File: src/rtl/wait_state_ram_pkg.sv
// Shared encodings and FSM state type for the wait-state RAM.
package wait_state_ram_pkg;

    localparam logic [1:0] DT_BYTE = 2'b00;
    localparam logic [1:0] DT_HALF = 2'b01;
    localparam logic [1:0] DT_WORD = 2'b10;
    localparam logic [1:0] DT_RSVD = 2'b11;

    localparam logic WRITE  = 1'b1;
    localparam logic ENABLE = 1'b0;

    typedef enum logic [1:0] {
        IDLE = 2'b00,
        BUSY = 2'b01,
        DONE = 2'b10
    } state_t;

    // Number of bytes touched by an access; 0 for the reserved encoding.
    function automatic logic [2:0] access_bytes(input logic [1:0] dt);
        case (dt)
            DT_BYTE: access_bytes = 3'd1;
            DT_HALF: access_bytes = 3'd2;
            DT_WORD: access_bytes = 3'd4;
            default: access_bytes = 3'd0;
        endcase
    endfunction

endpackage

File: src/rtl/mem_lane_align.sv
// Byte-lane steering and alignment check for one 32-bit word slot.
// Lane k is the byte at word_base+k; data is right-justified on the bus side.
module mem_lane_align
    import wait_state_ram_pkg::*;
#(
    parameter int BIG_ENDIAN = 1
) (
    input  logic [1:0]  offs,
    input  logic [1:0]  data_type,
    input  logic [31:0] wdata,
    input  logic [31:0] rlane,
    output logic        misalign,
    output logic [3:0]  be,
    output logic [31:0] wlane,
    output logic [31:0] rdata
);

    logic [2:0] nbytes;
    logic [1:0] lane [4];
    logic [1:0] src  [4];

    assign nbytes = access_bytes(data_type);

    // Fault on the reserved size or any access not aligned to its own size.
    always_comb begin
        misalign = (data_type == DT_RSVD) ||
                   (data_type == DT_HALF && offs[0]) ||
                   (data_type == DT_WORD && offs != 2'b00);
    end

    // Access byte i lives in lane offs+i and maps to bus byte src[i].
    always_comb begin
        for (int i = 0; i < 4; i++) begin
            lane[i] = offs + 2'(i);
            src[i]  = (BIG_ENDIAN != 0) ? 2'(nbytes - 3'd1 - 3'(i)) : 2'(i);
        end
    end

    // Scatter write bytes into lanes and gather read bytes, zero-extended.
    always_comb begin
        be    = '0;
        wlane = '0;
        rdata = '0;
        for (int i = 0; i < 4; i++) begin
            if (3'(i) < nbytes) begin
                be[lane[i]]                   = 1'b1;
                wlane[{lane[i], 3'b000} +: 8] = wdata[{src[i], 3'b000} +: 8];
                rdata[{src[i], 3'b000} +: 8]  = rlane[{lane[i], 3'b000} +: 8];
            end
        end
    end

endmodule

File: src/rtl/wait_state_ram.sv
// Byte-addressed RAM with a fixed number of wait states and an mfa/mfc
// handshake. The array is never reset so a bench can preload it.
module wait_state_ram
    import wait_state_ram_pkg::*;
#(
    parameter int DEPTH       = 256,
    parameter int ADDR_W      = 8,
    parameter int WAIT_STATES = 2,
    parameter int BIG_ENDIAN  = 1
) (
    input  logic              clk,
    input  logic              clr,
    input  logic              mfa,
    input  logic              MemEN,
    input  logic              r_w,
    input  logic [1:0]        dataType,
    input  logic [ADDR_W-1:0] addr,
    input  logic [31:0]       data_in,
    output logic [31:0]       data_out,
    output logic              mfc,
    output logic              err
);

    localparam logic [3:0] WS = 4'(WAIT_STATES);

    logic [7:0] ram [0:DEPTH-1];

    state_t            state_q, state_d;
    logic [3:0]        cnt_q, cnt_d;
    logic              mfc_q, mfc_d;
    logic              err_q, err_d;
    logic [31:0]       dout_q, dout_d;
    logic [ADDR_W-1:0] addr_q, addr_d;
    logic [31:0]       wdata_q, wdata_d;
    logic [1:0]        dtype_q, dtype_d;
    logic              rw_q, rw_d;

    logic              fire;
    logic              we;
    logic              misalign;
    logic [3:0]        be;
    logic [31:0]       wlane;
    logic [31:0]       rlane;
    logic [31:0]       rdata;
    logic [ADDR_W-3:0] word_q;

    assign word_q = addr_q[ADDR_W-1:2];

    // Present the four bytes of the captured word slot to the lane steering.
    always_comb begin
        rlane = {ram[{word_q, 2'd3}], ram[{word_q, 2'd2}],
                 ram[{word_q, 2'd1}], ram[{word_q, 2'd0}]};
    end

    mem_lane_align #(
        .BIG_ENDIAN(BIG_ENDIAN)
    ) u_align (
        .offs     (addr_q[1:0]),
        .data_type(dtype_q),
        .wdata    (wdata_q),
        .rlane    (rlane),
        .misalign (misalign),
        .be       (be),
        .wlane    (wlane),
        .rdata    (rdata)
    );

    // Handshake FSM: capture in IDLE, count down in BUSY, hold mfc in DONE.
    always_comb begin
        state_d = state_q;
        cnt_d   = cnt_q;
        mfc_d   = mfc_q;
        err_d   = err_q;
        dout_d  = dout_q;
        addr_d  = addr_q;
        wdata_d = wdata_q;
        dtype_d = dtype_q;
        rw_d    = rw_q;
        fire    = 1'b0;
        case (state_q)
            IDLE: begin
                mfc_d = 1'b0;
                err_d = 1'b0;
                if (mfa && MemEN == ENABLE) begin
                    addr_d  = addr;
                    wdata_d = data_in;
                    dtype_d = dataType;
                    rw_d    = r_w;
                    cnt_d   = WS;
                    state_d = BUSY;
                end
            end
            BUSY: begin
                if (!mfa) begin
                    // Requester withdrew: abandon without touching memory.
                    cnt_d   = '0;
                    state_d = IDLE;
                end else if (cnt_q == 4'd0) begin
                    fire    = 1'b1;
                    mfc_d   = 1'b1;
                    err_d   = misalign;
                    if (!misalign && rw_q != WRITE) dout_d = rdata;
                    state_d = DONE;
                end else begin
                    cnt_d = cnt_q - 4'd1;
                end
            end
            DONE: begin
                if (!mfa) begin
                    mfc_d   = 1'b0;
                    err_d   = 1'b0;
                    state_d = IDLE;
                end
            end
            default: state_d = IDLE;
        endcase
    end

    assign we = fire && !misalign && rw_q == WRITE;

    // Control and capture registers; the array below is deliberately not reset.
    always_ff @(posedge clk or negedge clr) begin
        if (!clr) begin
            state_q <= IDLE;
            cnt_q   <= '0;
            mfc_q   <= 1'b0;
            err_q   <= 1'b0;
            dout_q  <= '0;
            addr_q  <= '0;
            wdata_q <= '0;
            dtype_q <= DT_BYTE;
            rw_q    <= 1'b0;
        end else begin
            state_q <= state_d;
            cnt_q   <= cnt_d;
            mfc_q   <= mfc_d;
            err_q   <= err_d;
            dout_q  <= dout_d;
            addr_q  <= addr_d;
            wdata_q <= wdata_d;
            dtype_q <= dtype_d;
            rw_q    <= rw_d;
        end
    end

    // Commit enabled byte lanes on the completion edge only.
    always_ff @(posedge clk) begin
        if (we) begin
            if (be[0]) ram[{word_q, 2'd0}] <= wlane[7:0];
            if (be[1]) ram[{word_q, 2'd1}] <= wlane[15:8];
            if (be[2]) ram[{word_q, 2'd2}] <= wlane[23:16];
            if (be[3]) ram[{word_q, 2'd3}] <= wlane[31:24];
        end
    end

    assign data_out = dout_q;
    assign mfc      = mfc_q;
    assign err      = err_q;

endmodule

File: config.mk
export PLATFORM = sky130hd
export DESIGN_NAME = wait_state_ram
export DESIGN_NICKNAME = d
export VERILOG_FILES = /design/src/rtl/wait_state_ram_pkg.sv /design/src/rtl/mem_lane_align.sv /design/src/rtl/wait_state_ram.sv
export SDC_FILE = /design/constraint.sdc
export NUM_CORES = 2
export LEC_CHECK = 0
export CORE_ASPECT_RATIO = 1.1
export CORE_MARGIN = 1.5
export CORE_UTILIZATION = 55
export CTS_CLUSTER_SIZE = 10
export DETAILED_ROUTE_END_ITERATION = 7
export PLACE_DENSITY = 0.72
export SYNTH_ARGS = -nofsm -noshare
export SYNTH_HDL_FRONTEND = slang
export SYNTH_SLANG_ARGS = --single-unit
File: constraint.sdc
create_clock -name clk -period 6.4 [get_ports clk]
set_input_delay 0.64 -clock clk [delete_from_list [all_inputs] [get_ports clk]]
set_output_delay 0.64 -clock clk [all_outputs]
set_load 0.05 [all_outputs]
==> flow_summary_export.csv <==
group,metric,value,unit
status,outcome,"complete, no violations",
power_and_ir_drop,pwr_density_cell,364.0,mW/mm^2
routing,antenna_violating_nets_post_route,0,
cells_and_area,layout-drive-gt1-share,0.1214,
worst_hold_path,min_path_type,"in -> async",
clock_network,numClockSinks,2131,
clock_network,cts_setup_buffers,0,
routing,detail_route.drc_violations,0,
global_route,first_global_vias,51350,
routing,wire_per_inst,34.43,um
critical_path,worst_flop_to_flop_path_endpoint,"data_out[14]$_DFFE_PN0P_",
global_route,grt_start_max_net_pins,77,
placement,port-buffer-count,80,
routing,detail_route.first_pass.iterations,6,
placement,gp_congestion,0.9474,
global_route,grt_remaining_overflow,0,
yosys,yosys_warnings,0,
yosys,postSynthAreaPerCell,16.19,um^2
critical_path,reg2regPathDepth,10,
sta,clock-skew-final,0.03132,ns
cells_and_area,final_net_count,5532,
critical_path,cpMaxStageDelayCell,"nor4_2",
cells_and_area,final_core_utilization,0.6180,
critical_path,timing.rr.start,"addr_q[4]$_DFFE_PN0P_",
routing,drtIter0Drc,8315,
critical_path,cp-start-kind,"register",
yosys,yosys.cell_count.top_type,"edfxtp_1",
clock_network,clk_pin_slew,0.07,ns
clock_network,ctsRootBufferMaster,"clkbuf_16",
sta,rsz0062_at_grt,"false",
sta,setup_total_negative_slack,0,ns
yosys,synth_edf_count,2048,
sta,period_needed,5.405,ns
yosys,synth_top_cells_by_count,"edfxtp_1 (2048), mux2i_1 (421), nor2_1 (311)",
clock_network,cts_tree,"done",
sta,slew_headroom,0.05657,
yosys,synth_seq_area_share,0.7325,
routing,vias_per_cell,7.064,
floorplan,die_y,419.6,um
critical_path,cp_delay_by_family_top,"simple AND/OR/NAND/NOR gates",
routing,route.vias.total,53800,
power_and_ir_drop,leakagePower,30.86,nW
critical_path,worst_path_most_repeated_cell,"mux2i_1",
job,maxCapViolCount,0,
floorplan,core_outline_area,0.1563,mm^2
global_route,total_routing_usage_gr,0.3231,
global_route,antenna_found_initial,16,
critical_path,regToRegSetupSlack,0.99,ns
critical_path,required,7.16,ns
yosys,ys.flop_type,"edfxtp_1",
clock_network,clk_path_buf_depth,3,
yosys,synth_cells,5360,
floorplan,initial_core_util,0.5552,
floorplan,row_count,152,
critical_path,worstSetupPathType,"reg -> reg",
floorplan,io_pins,81,
yosys,mappedNetlistArea,0.08679,mm^2
yosys,post-synth-top-area-fraction,0.7086,
sta,timing.final.setup_violations,0,
clock_network,tritoncts.num_buffers,233,
critical_path,critical_path.n_buffers_inverters,1,
yosys,synth.lib_cells_used.distinct,84,
clock_network,clk_latency,0.88,ns
critical_path,crit_fanout,49,
placement,place.detailed.hpwl,165200,um
clock_network,post_cts_resized,0,
cells_and_area,total_of_fill_cells_in_the_finished_design,11030,
routing,wl,262300,um
sta,max_slew.worst_pin.slew,1.410,ns
power_and_ir_drop,max-vdd-ir-drop,0.2666,mV
yosys,yosys-top-cells-area,"edfxtp_1 (71%), mux2i_1 (4.9%), dfrtp_1 (2.4%), a221o_1 (1.9%), a22oi_1 (1.5%)",
yosys,post-synth-top-area-cell,"edfxtp_1",
yosys,synth-seq-cells,2131,
clock_network,hold_fix_buffers_cts,1,
critical_path,worst-endpoint-arrival,6.16,ns
yosys,async_reset_ff_frac,0.03895,
sta,period_share,0.8446,
critical_path,cp-end-kind,"register",
cells_and_area,area_growth,11.31,%
critical_path,crit_start,"addr_q[4]$_DFFE_PN0P_",
floorplan,dieArea,0.1602,mm^2
global_route,grt_pass1_wl,369300,um
floorplan,chipWidth,381.8,um
sta,number_of_hold_violations_in_the_final_report,0,
sta,final-max-slew-violation-count,0,
critical_path,critPathMaxStageDelay,1.19,ns
yosys,mappedNetlistNets,5429,
sta,fmax,185.0,MHz
critical_path,crit_path_cell_trace,"buf_4 > mux2i_1 > o2bb2ai_1 > a2111oi_0 > o22ai_1 > nor4_2 > mux2_2 > mux2i_1 > a32o_1 > or3_1",
clock_network,htree_levels,4,
[worst max path at each step]
stage                               endpoint  cells past startpoint
floorplan               ram[0][24]$_DFFE_PP_                     11
global placement    data_out[14]$_DFFE_PN0P_                     10
detailed placement  data_out[14]$_DFFE_PN0P_                     10
CTS                 data_out[14]$_DFFE_PN0P_                     10
global route        data_out[14]$_DFFE_PN0P_                     10
finish              data_out[14]$_DFFE_PN0P_                     10
[where the power goes]
group | total [W] | leakage [nW] | switching, W | internal (W)
logic | 0.00739 | 8.20 | 0.00511 | 0.00229
registers | 0.0160 | 19.6 | 0.000195 | 0.0158
clock network | 0.0118 | 3.10 | 0.00519 | 0.00660
total | 0.0352 | 30.9 | 0.0105 | 0.0247
[final cells by class]
| class | instances | area, um^2 | share of cell area |
|---|---|---|---|
| tap | 2079 | 2601 | 0.02692 |
| clock buffer | 276 | 6012 | 0.06223 |
| clock inverter | 21 | 377.9 | 0.003911 |
| inverter | 33 | 126.4 | 0.001308 |
| multi-input combinational | 2803 | 21500 | 0.2226 |
| timing repair buffer | 261 | 2372 | 0.02455 |
| sequential | 2131 | 63590 | 0.6582 |
| antenna | 13 | 32.53 | 0.0003367 |
[layer usage]
layer | GRT usage | routed length, um | vias up
met5 | 0.005768 | 329 | -
met4 | 0.1868 | 16500 | 28
met3 | 0.09285 | 34360 | 821
met2 | 0.4867 | 118000 | 4037
met1 | 0.4208 | 93110 | 26860
li1 | - | - | 22060
[flip-flops by register name (all words and copies together) (netlist names)]
name      cells
ram        2048
wdata_q      32
mfc           1
state_q       2
rw_q          1
cnt_q         4
err           1
data_out     32
addr_q        8
dtype_q       2
[logic make-up after synthesis]
kind of cell | count (synthesis) | synth area share
DFF | 2131 | 0.7325
AOI/OAI and AO/OA | 1346 | 0.1186
and+or+nand+nor | 888 | 0.05009
muxes | 547 | 0.07229
buffers and inverters | 426 | 0.02335
adders and majority gates | 22 | 0.003171
[placed cells by master (no fill, tap or decap), drive strengths merged, types with 83 or more instances in the layout]
| master | instances |
|---|---|
| a21oi | 124 |
| a221o | 168 |
| a221oi | 124 |
| a22o | 131 |
| a22oi | 177 |
| buf | 181 |
| clkbuf | 276 |
| dfrtp | 83 |
| edfxtp | 2048 |
| mux2i | 421 |
| nand2 | 281 |
| nor2 | 312 |
| o21ai | 116 |
| o22ai | 192 |
[per-stage QoR]
stage | area [um^2] | setup slack (ns) | hold slack (ns) | total power [W] | cells
2_1_floorplan | 86790 | 0.6320 | 0.3444 | 0.02052 | 5360
3_3_place_gp | 90180 | 1.201 | 0.4933 | 0.02327 | 7306
3_5_place_dp | 90180 | 1.160 | 0.4946 | 0.02337 | 7306
4_1_cts | 96580 | 1.154 | 0.2100 | 0.03495 | 7604
5_1_grt | 96580 | 1.027 | 0.2798 | 0.03590 | 7604
6_report | 96610 | 0.9946 | 0.2435 | 0.03517 | 7617
Power figures use the tool's default switching activity.
